### config.mk
export PLATFORM = sky130hd
export DESIGN_NAME = frac_div_ctrl
export DESIGN_NICKNAME = d
export VERILOG_FILES = /design/src/rtl/frac_div_ctrl.sv
export SDC_FILE = /design/constraint.sdc
export NUM_CORES = 1
export LEC_CHECK = 0
export ABC_AREA = 1
export CORE_MARGIN = 8
export CORE_UTILIZATION = 55
export DETAILED_ROUTE_END_ITERATION = 8
export GPL_ROUTABILITY_DRIVEN = 0
export PLACE_DENSITY = 0.81
export SLEW_MARGIN = 20
export SYNTH_ARGS = -nofsm -noshare
export SYNTH_HDL_FRONTEND = slang
export SYNTH_SLANG_ARGS = --single-unit
### constraint.sdc
create_clock -name clk_i -period 4.7 [get_ports clk_i]
set_input_delay 0.94 -clock clk_i [delete_from_list [all_inputs] [get_ports clk_i]]
set_output_delay 0.94 -clock clk_i [all_outputs]
set_load 0.05 [all_outputs]
### src/rtl/frac_div_ctrl.sv
// frac_div_ctrl
//   Fractional-N divide controller fed by a 3-stage MASH modulator. Every
//   output period it adds the signed modulator correction to the integer
//   ratio, clamps the sum at MIN_DIV, then counts that many clocks.
//
// State table:
//   state | meaning
//   IDLE  | disabled: counter cleared, strobes low, ratio/clamp held
//   RUN   | counting a period down; reload when the counter reaches 0
//
// Ports:
//   clk_i        single clock, rising edge
//   rstn_i       synchronous active-low reset
//   n_int_i      unsigned integer ratio (sampled at reload)
//   sdm_in_i     signed 4-bit modulator correction, -3..+4 (sampled at reload)
//   en_i         run enable
//   div_pulse_o  high for the first clock of every period
//   div_out_o    divided clock, high for the first ceil(R/2) clocks
//   sdm_req_o    one-clock strobe that advances the modulator
//   ratio_o      ratio R of the current period
//   clamp_o      current R was forced up to MIN_DIV
module frac_div_ctrl #(
  parameter int NW      = 8,
  parameter int MIN_DIV = 4
) (
  input  logic          clk_i,
  input  logic          rstn_i,
  input  logic [NW-1:0] n_int_i,
  input  logic [3:0]    sdm_in_i,
  input  logic          en_i,
  output logic          div_pulse_o,
  output logic          div_out_o,
  output logic          sdm_req_o,
  output logic [NW:0]   ratio_o,
  output logic          clamp_o
);

  typedef enum logic {IDLE = 1'b0, RUN = 1'b1} state_t;

  localparam logic signed [NW+1:0] MIN_S = (NW+2)'(MIN_DIV);
  localparam logic [NW:0]          MIN_R = (NW+1)'(MIN_DIV);
  localparam logic [NW:0]          ONE   = (NW+1)'(1);

  state_t              state_q;
  logic [NW:0]         cnt_q;
  logic [NW:0]         r_cur_q;
  logic                clamp_q;
  logic                pulse_q;
  logic                req_q;

  logic signed [NW+1:0] raw;
  logic [NW:0]          ratio_d;
  logic                 clamp_d;

  // Two extra bits keep both the negative sum (n_int=0, sdm<0) and the
  // maximum 2^NW-1+4 representable.
  always_comb begin
    raw     = $signed({2'b00, n_int_i}) + $signed({{(NW-2){sdm_in_i[3]}}, sdm_in_i});
    clamp_d = (raw < MIN_S);
    ratio_d = clamp_d ? MIN_R : raw[NW:0];
  end

  always_ff @(posedge clk_i) begin
    if (!rstn_i) begin
      state_q <= IDLE;
      cnt_q   <= '0;
      r_cur_q <= '0;
      clamp_q <= 1'b0;
      pulse_q <= 1'b0;
      req_q   <= 1'b0;
    end else if (!en_i) begin
      // Dropping enable wins over a coincident reload; partial period lost.
      state_q <= IDLE;
      cnt_q   <= '0;
      pulse_q <= 1'b0;
      req_q   <= 1'b0;
    end else if (state_q == IDLE || cnt_q == '0) begin
      state_q <= RUN;
      cnt_q   <= ratio_d - ONE;
      r_cur_q <= ratio_d;
      clamp_q <= clamp_d;
      pulse_q <= 1'b1;
      req_q   <= 1'b1;
    end else begin
      cnt_q   <= cnt_q - ONE;
      pulse_q <= 1'b0;
      req_q   <= 1'b0;
    end
  end

  // Counter runs R-1..0; values >= floor(R/2) cover ceil(R/2) clocks.
  assign div_out_o   = (state_q == RUN) && (cnt_q >= (r_cur_q >> 1));
  assign div_pulse_o = pulse_q;
  assign sdm_req_o   = req_q;
  assign ratio_o     = r_cur_q;
  assign clamp_o     = clamp_q;

endmodule

* Yosys cells after proc, flatten, opt, wreduce, memory -nomap -nowiden *
Index checks and enable logic that the tools add are counted.

word-level totals
  word-level logic and storage cells = 19
  input bits = 15
  flip-flop bits (word level) = 21
  output and inout port bits = 13

cells by class
  muxes and demuxes = 3
  bitwise gates (word level) = 1
  add/sub/neg operators = 3
  reduce and logical (&&, ||, !) cells = 5
  $lt $le $gt $ge = 2

operators by type and width
  operator                                                                        count
  9-bit two-way mux                                                               2
  9-bit by 1-bit subtractor with 9-bit output (second input constant)             2
  9-bit by 4-bit adder with 10-bit output                                         1
  10-bit by 4-bit less-than comparator with 1-bit output (second input constant)  1
  9-bit by 8-bit greater-or-equal comparator with 1-bit output                    1
  9-bit zero test                                                                 1
  2-bit AND reduction                                                             2
  1-bit logical AND                                                               1
  1-bit logical OR                                                                1
  1-bit two-way mux                                                               1
  1-bit inverter                                                                  1

* Depth between registers and ports, before layout *
  depth in word-level cells = 5
  gate-level depth with buffers = 21
  mapped depth without buffers = 21

* Worst setup path after synthesis *
Ideal clock, no wire load.

  path type = input port to flip-flop
  start = input port n_int_i[0]
  end = register cnt_q[8]
  library setup time = 0.113 ns
  buffers on the path = 0
  slack = 1.613 ns
  data required time = 4.587 ns
  stages = 18
  arrival time = 2.974 ns
  cell sequence = ha_1 > fa_1 > nand2_1 > nand2_1 > a21o_1 > nand2_1 > nand3_1 > nor2_4 > nand2_4 > nand2_4 > nor2_4 > o21ai_4 > ha_1 > inv_1 > nor2_1 > nand2_1 > nor2_1 > nor2_1

between the ends
  word-level cells in the longest chain between the ends = 5

RTL lines
  element                                                 RTL line  text
  from (decl)                                             28        input logic [NW-1:0] n_int_i,
  9-bit by 4-bit adder with 10-bit output (*)             58        raw = $signed({2'b00, n_int_i}) + $signed({{(NW-2){sdm_in_i[3]}}, sdm_in_i});
  10-bit by 4-bit less-than comparator with 1-bit output  59        clamp_d = (raw < MIN_S);
  9-bit two-way mux (*)                                   60        ratio_d = clamp_d ? MIN_R : raw[NW:0];
  9-bit by 1-bit subtractor with 9-bit output (*)         79        cnt_q <= ratio_d - ONE;
  9-bit two-way mux (*)                                   77        end else if (state_q == IDLE || cnt_q == '0) begin
  to (signal assigned)                                    79
  to (signal assigned)                                    85        cnt_q <= cnt_q - ONE;
  to (decl)                                               45        logic [NW:0] cnt_q;

Every way passes the cells marked *; elsewhere a longest branch is shown, timed or not.
A chain may end at the register's enable or synchronous reset.

* Final worst setup path *
  start = register r_cur_q[3] (netlist: ratio_o[3])
  end = output port div_out_o

between the ends
  word-level cells in the longest chain between the ends = 2

RTL lines
  element                                                       RTL line  text
  from (decl)                                                   46        logic [NW:0] r_cur_q;
  from (signal assigned)                                        80        r_cur_q <= ratio_d;
  9-bit by 8-bit greater-or-equal comparator with 1-bit output  92        assign div_out_o = (state_q == RUN) && (cnt_q >= (r_cur_q >> 1));
  1-bit logical AND                                             92
  to (decl)                                                     32        output logic div_out_o,

No other way between the ends.

==> flow_summary.yaml <==
cts:
  post_cts_buffers: 0
  cts_buffers: 3
  cts.path.max_buffers: 2
  ctsHoldBuffers: 0
  clk_latency_ps: 300
  cts.sinks: 21
  cts_tree: "done"
  root_buffer: "clkbuf_4"
  cts_max_level: 1
  cts.clk_slew.worst_paths_ps: 120
  ctsResizeCount: 0
timing:
  fmax_ghz: 0.2861
  hold_ws_ps: 482.3
  maxSlewHeadroom_pct: 65.87
  hold_violations: 0
  finalCriticalPeriod_ps: 3495
  finalMaxSlewViolations: 0
  setup_tns_ps: 0
  clock_skew_ps: 4.142
  rsz0062_at_grt: "no"
  tightest_slew_ps: 510.3
  timing.final.crit_share_pct: 74.37
  setup_viol: 0
pwr:
  power_density_nw_per_um2: 288.0
  ir_worst_vdd_mv: 0.1961
  cellLeakagePower_nw: 1.103
  p_sw_mw: 0.2807
  sequentialPowerShare_pct: 33.6
  p_clk_share_pct: 13.8
  cellInternalPower_mw: 0.3495
  pwr-share-comb_pct: 52.6
  p_total_mw: 0.6302
  p_sw_share_pct: 44.54
die:
  row_count: 21
  dieWidth_um: 74.44
  core-area_um2: 3311
  floorplan.die.height_um: 74.44
  dieArea_um2: 5541
  initial_core_util_pct: 56.73
  ios: 28
critical_path:
  critical_path_required_ps: 3760
  reg2reg_slack_ps: 2450
  rr_endpoint: "cnt_q[8]"
  cp-endpoint: "div_out_o"
  regToRegStartpoint: "cnt_q[8]"
  crit_type: "flip-flop to output pin"
  endpoint_kind: "output pin"
  crit_arrival_ps: 2560
  reg2reg_depth: 12
  critPathLaunch: "ratio_o[3]"
  cp_max_fo: 3
  startpoint_type: "flip-flop"
synth:
  synth_top_family_by_area: "simple AND/OR/NAND/NOR gates"
  synth.top_cell.area_share_pct: 22.39
  synth_nets: 305
  synth-seq-cells: 21
  synth-adder-area-share_pct: 13.06
  synth_edf_count: 0
  synth_seq_area_share_pct: 22.39
  synth_compound_area_share_pct: 13.46
  synth-main-ff-cell: "dfxtp_1"
  synth.area.mux_share_pct: 0.5996
  syn_inst: 271
  synthArstFlopShare_pct: 0
  syn_avg_cell_area_um2: 6.930
  netlist_area_um2: 1878
  ys_types: 37
  synth_largest_area_cell: "dfxtp_1"
  synthTopCellsByCount: "nand2_1, inv_1, a21oi_1, dfxtp_1, nand3_1"
  yosysMostFrequentCell: "nand2_1"
  yosys_warnings: 0
  synth.area.top_cells: "dfxtp_1, ha_1, nand2_1, inv_1, a21oi_1"
  synth_simple_gate_area_share_pct: 39.11
  synth_xor_area_share_pct: 0.4664
cells_and_area:
  syn2layout_area_growth_pct: 16.52
  drive_above_1_share_pct: 15.82
  fin_nets: 332
  fin_util_pct: 66.10
  n_antenna_cell: 0
place:
  hpwl_mm: 3.452
  io_buffers: 27
global_routing:
  track_usage_pct: 15.76
  grt_max_degree: 20
  met3_usage_pct: 3.369
  grtUsageMet2_pct: 24.88
  overflow: 0
  busiest_layer: "met2"
  grt_pass1_wl_mm: 7.113
  use_met1_pct: 21.13
  grt_pass1_vias: 1637
  antenna_found_initial: 0
detailed_routing:
  final_antenna_net_count: 0
  first_pass_iters: 5
  dr.first_iter.drc_count: 181
  vias_per_cell: 5.210
  wl_mm: 4.079
  drt-wirelength-per-cell_um: 11.89
  drc_errors: 0
  num_vias: 1787
min_path:
  hp-class: "flip-flop to flip-flop"
run:
  cap_violations: 0
run_status:
  status: "finished, final reports clean"
-- power groups by stage --
stage | clock network (mW) | registers, mW | logic, mW
after floorplan | 0 | 0.245 | 0.225
after global placement | 0 | 0.215 | 0.324
after detailed placement | 0 | 0.216 | 0.330
after CTS | 0.0864 | 0.211 | 0.331
after global routing | 0.0982 | 0.214 | 0.370
final | 0.0868 | 0.212 | 0.331
-- worst min path at each step --
stage | start | to | slack [ps] | cells after the start
after floorplan | cnt_q[0] | cnt_q[0] | 560 | 3
after global placement | ratio_o[0] | ratio_o[0] | 460 | 2
after detailed placement | ratio_o[0] | ratio_o[0] | 460 | 2
after CTS | ratio_o[0] | ratio_o[0] | 480 | 2
after global routing | ratio_o[0] | ratio_o[0] | 490 | 2
final | ratio_o[0] | ratio_o[0] | 480 | 2
-- registers in the layout, indices dropped and copies added, names as in the netlist --
register	count
cnt_q	9
ratio_o	9
sdm_req_o	1
clamp_o	1
state_q	1
-- metal layers --
layer | up-vias | routed length (um)
li1 | 927 | -
met1 | 797 | 2003
met2 | 53 | 1770
met3 | 10 | 229
met4 | 0 | 76
met5 | - | 0
-- critical path, stage by stage, from the launching register on --
cell and delay [ps]:
dfxtp_1 380, inv_1 50, ha_1 300, nand2_1 60
o211ai_1 160, nand3_1 90, nand2_1 70, nand3_1 50
a21boi_0 150, o31ai_1 90, inv_1 60, clkdlybuf4s50_1 800
-- cells in the final DEF, fill, tap and decap left out, drive strengths merged --
cell,count
fa,1
nand3,25
or2,2
xor2,1
a21boi,1
clkinv,1
mux2,1
inv,42
a21oi,22
nor2,25
o21bai,1
o211ai,1
o31ai,1
a21o,1
nand2,78
nor3,2
nand4,6
clkdlybuf4s50,27
nor4,1
o21ai,15
clkbuf,4
dfxtp,21
ha,18
-- cell type report --
cell class | instances | area, um2
flip-flops and latches | 21 | 420.4
inverters | 43 | 161.4
clock buffers | 4 | 26.28
well taps | 46 | 57.56
multi-input cells | 202 | 1252
fillers | 311 | 1122
repair buffers | 27 | 270.3
-- cell families (layout without fill, tap and decap cells) --
group	count (synthesis)	in the layout
flip-flops	21	21
XOR/XNOR	1	1
adder cells (fa/ha/maj)	19	19
AO/OA/AOI/OAI	42	42
buffers and inverters	48	74
AND/OR/NAND/NOR	139	139
multiplexers	1	1
-- stage by stage --
| stage | setup WS (ps) | std cells | cell area [um2] |
|---|---|---|---|
| 2_1_floorplan | 1613 | 271 | 1878 |
| 3_3_place_gp | 1028 | 339 | 2162 |
| 3_5_place_dp | 964.1 | 339 | 2162 |
| 4_1_cts | 1183 | 343 | 2188 |
| 5_1_grt | 995.4 | 343 | 2188 |
| 6_report | 1205 | 343 | 2188 |
No activity file was read; power rests on OpenSTA's default activity.
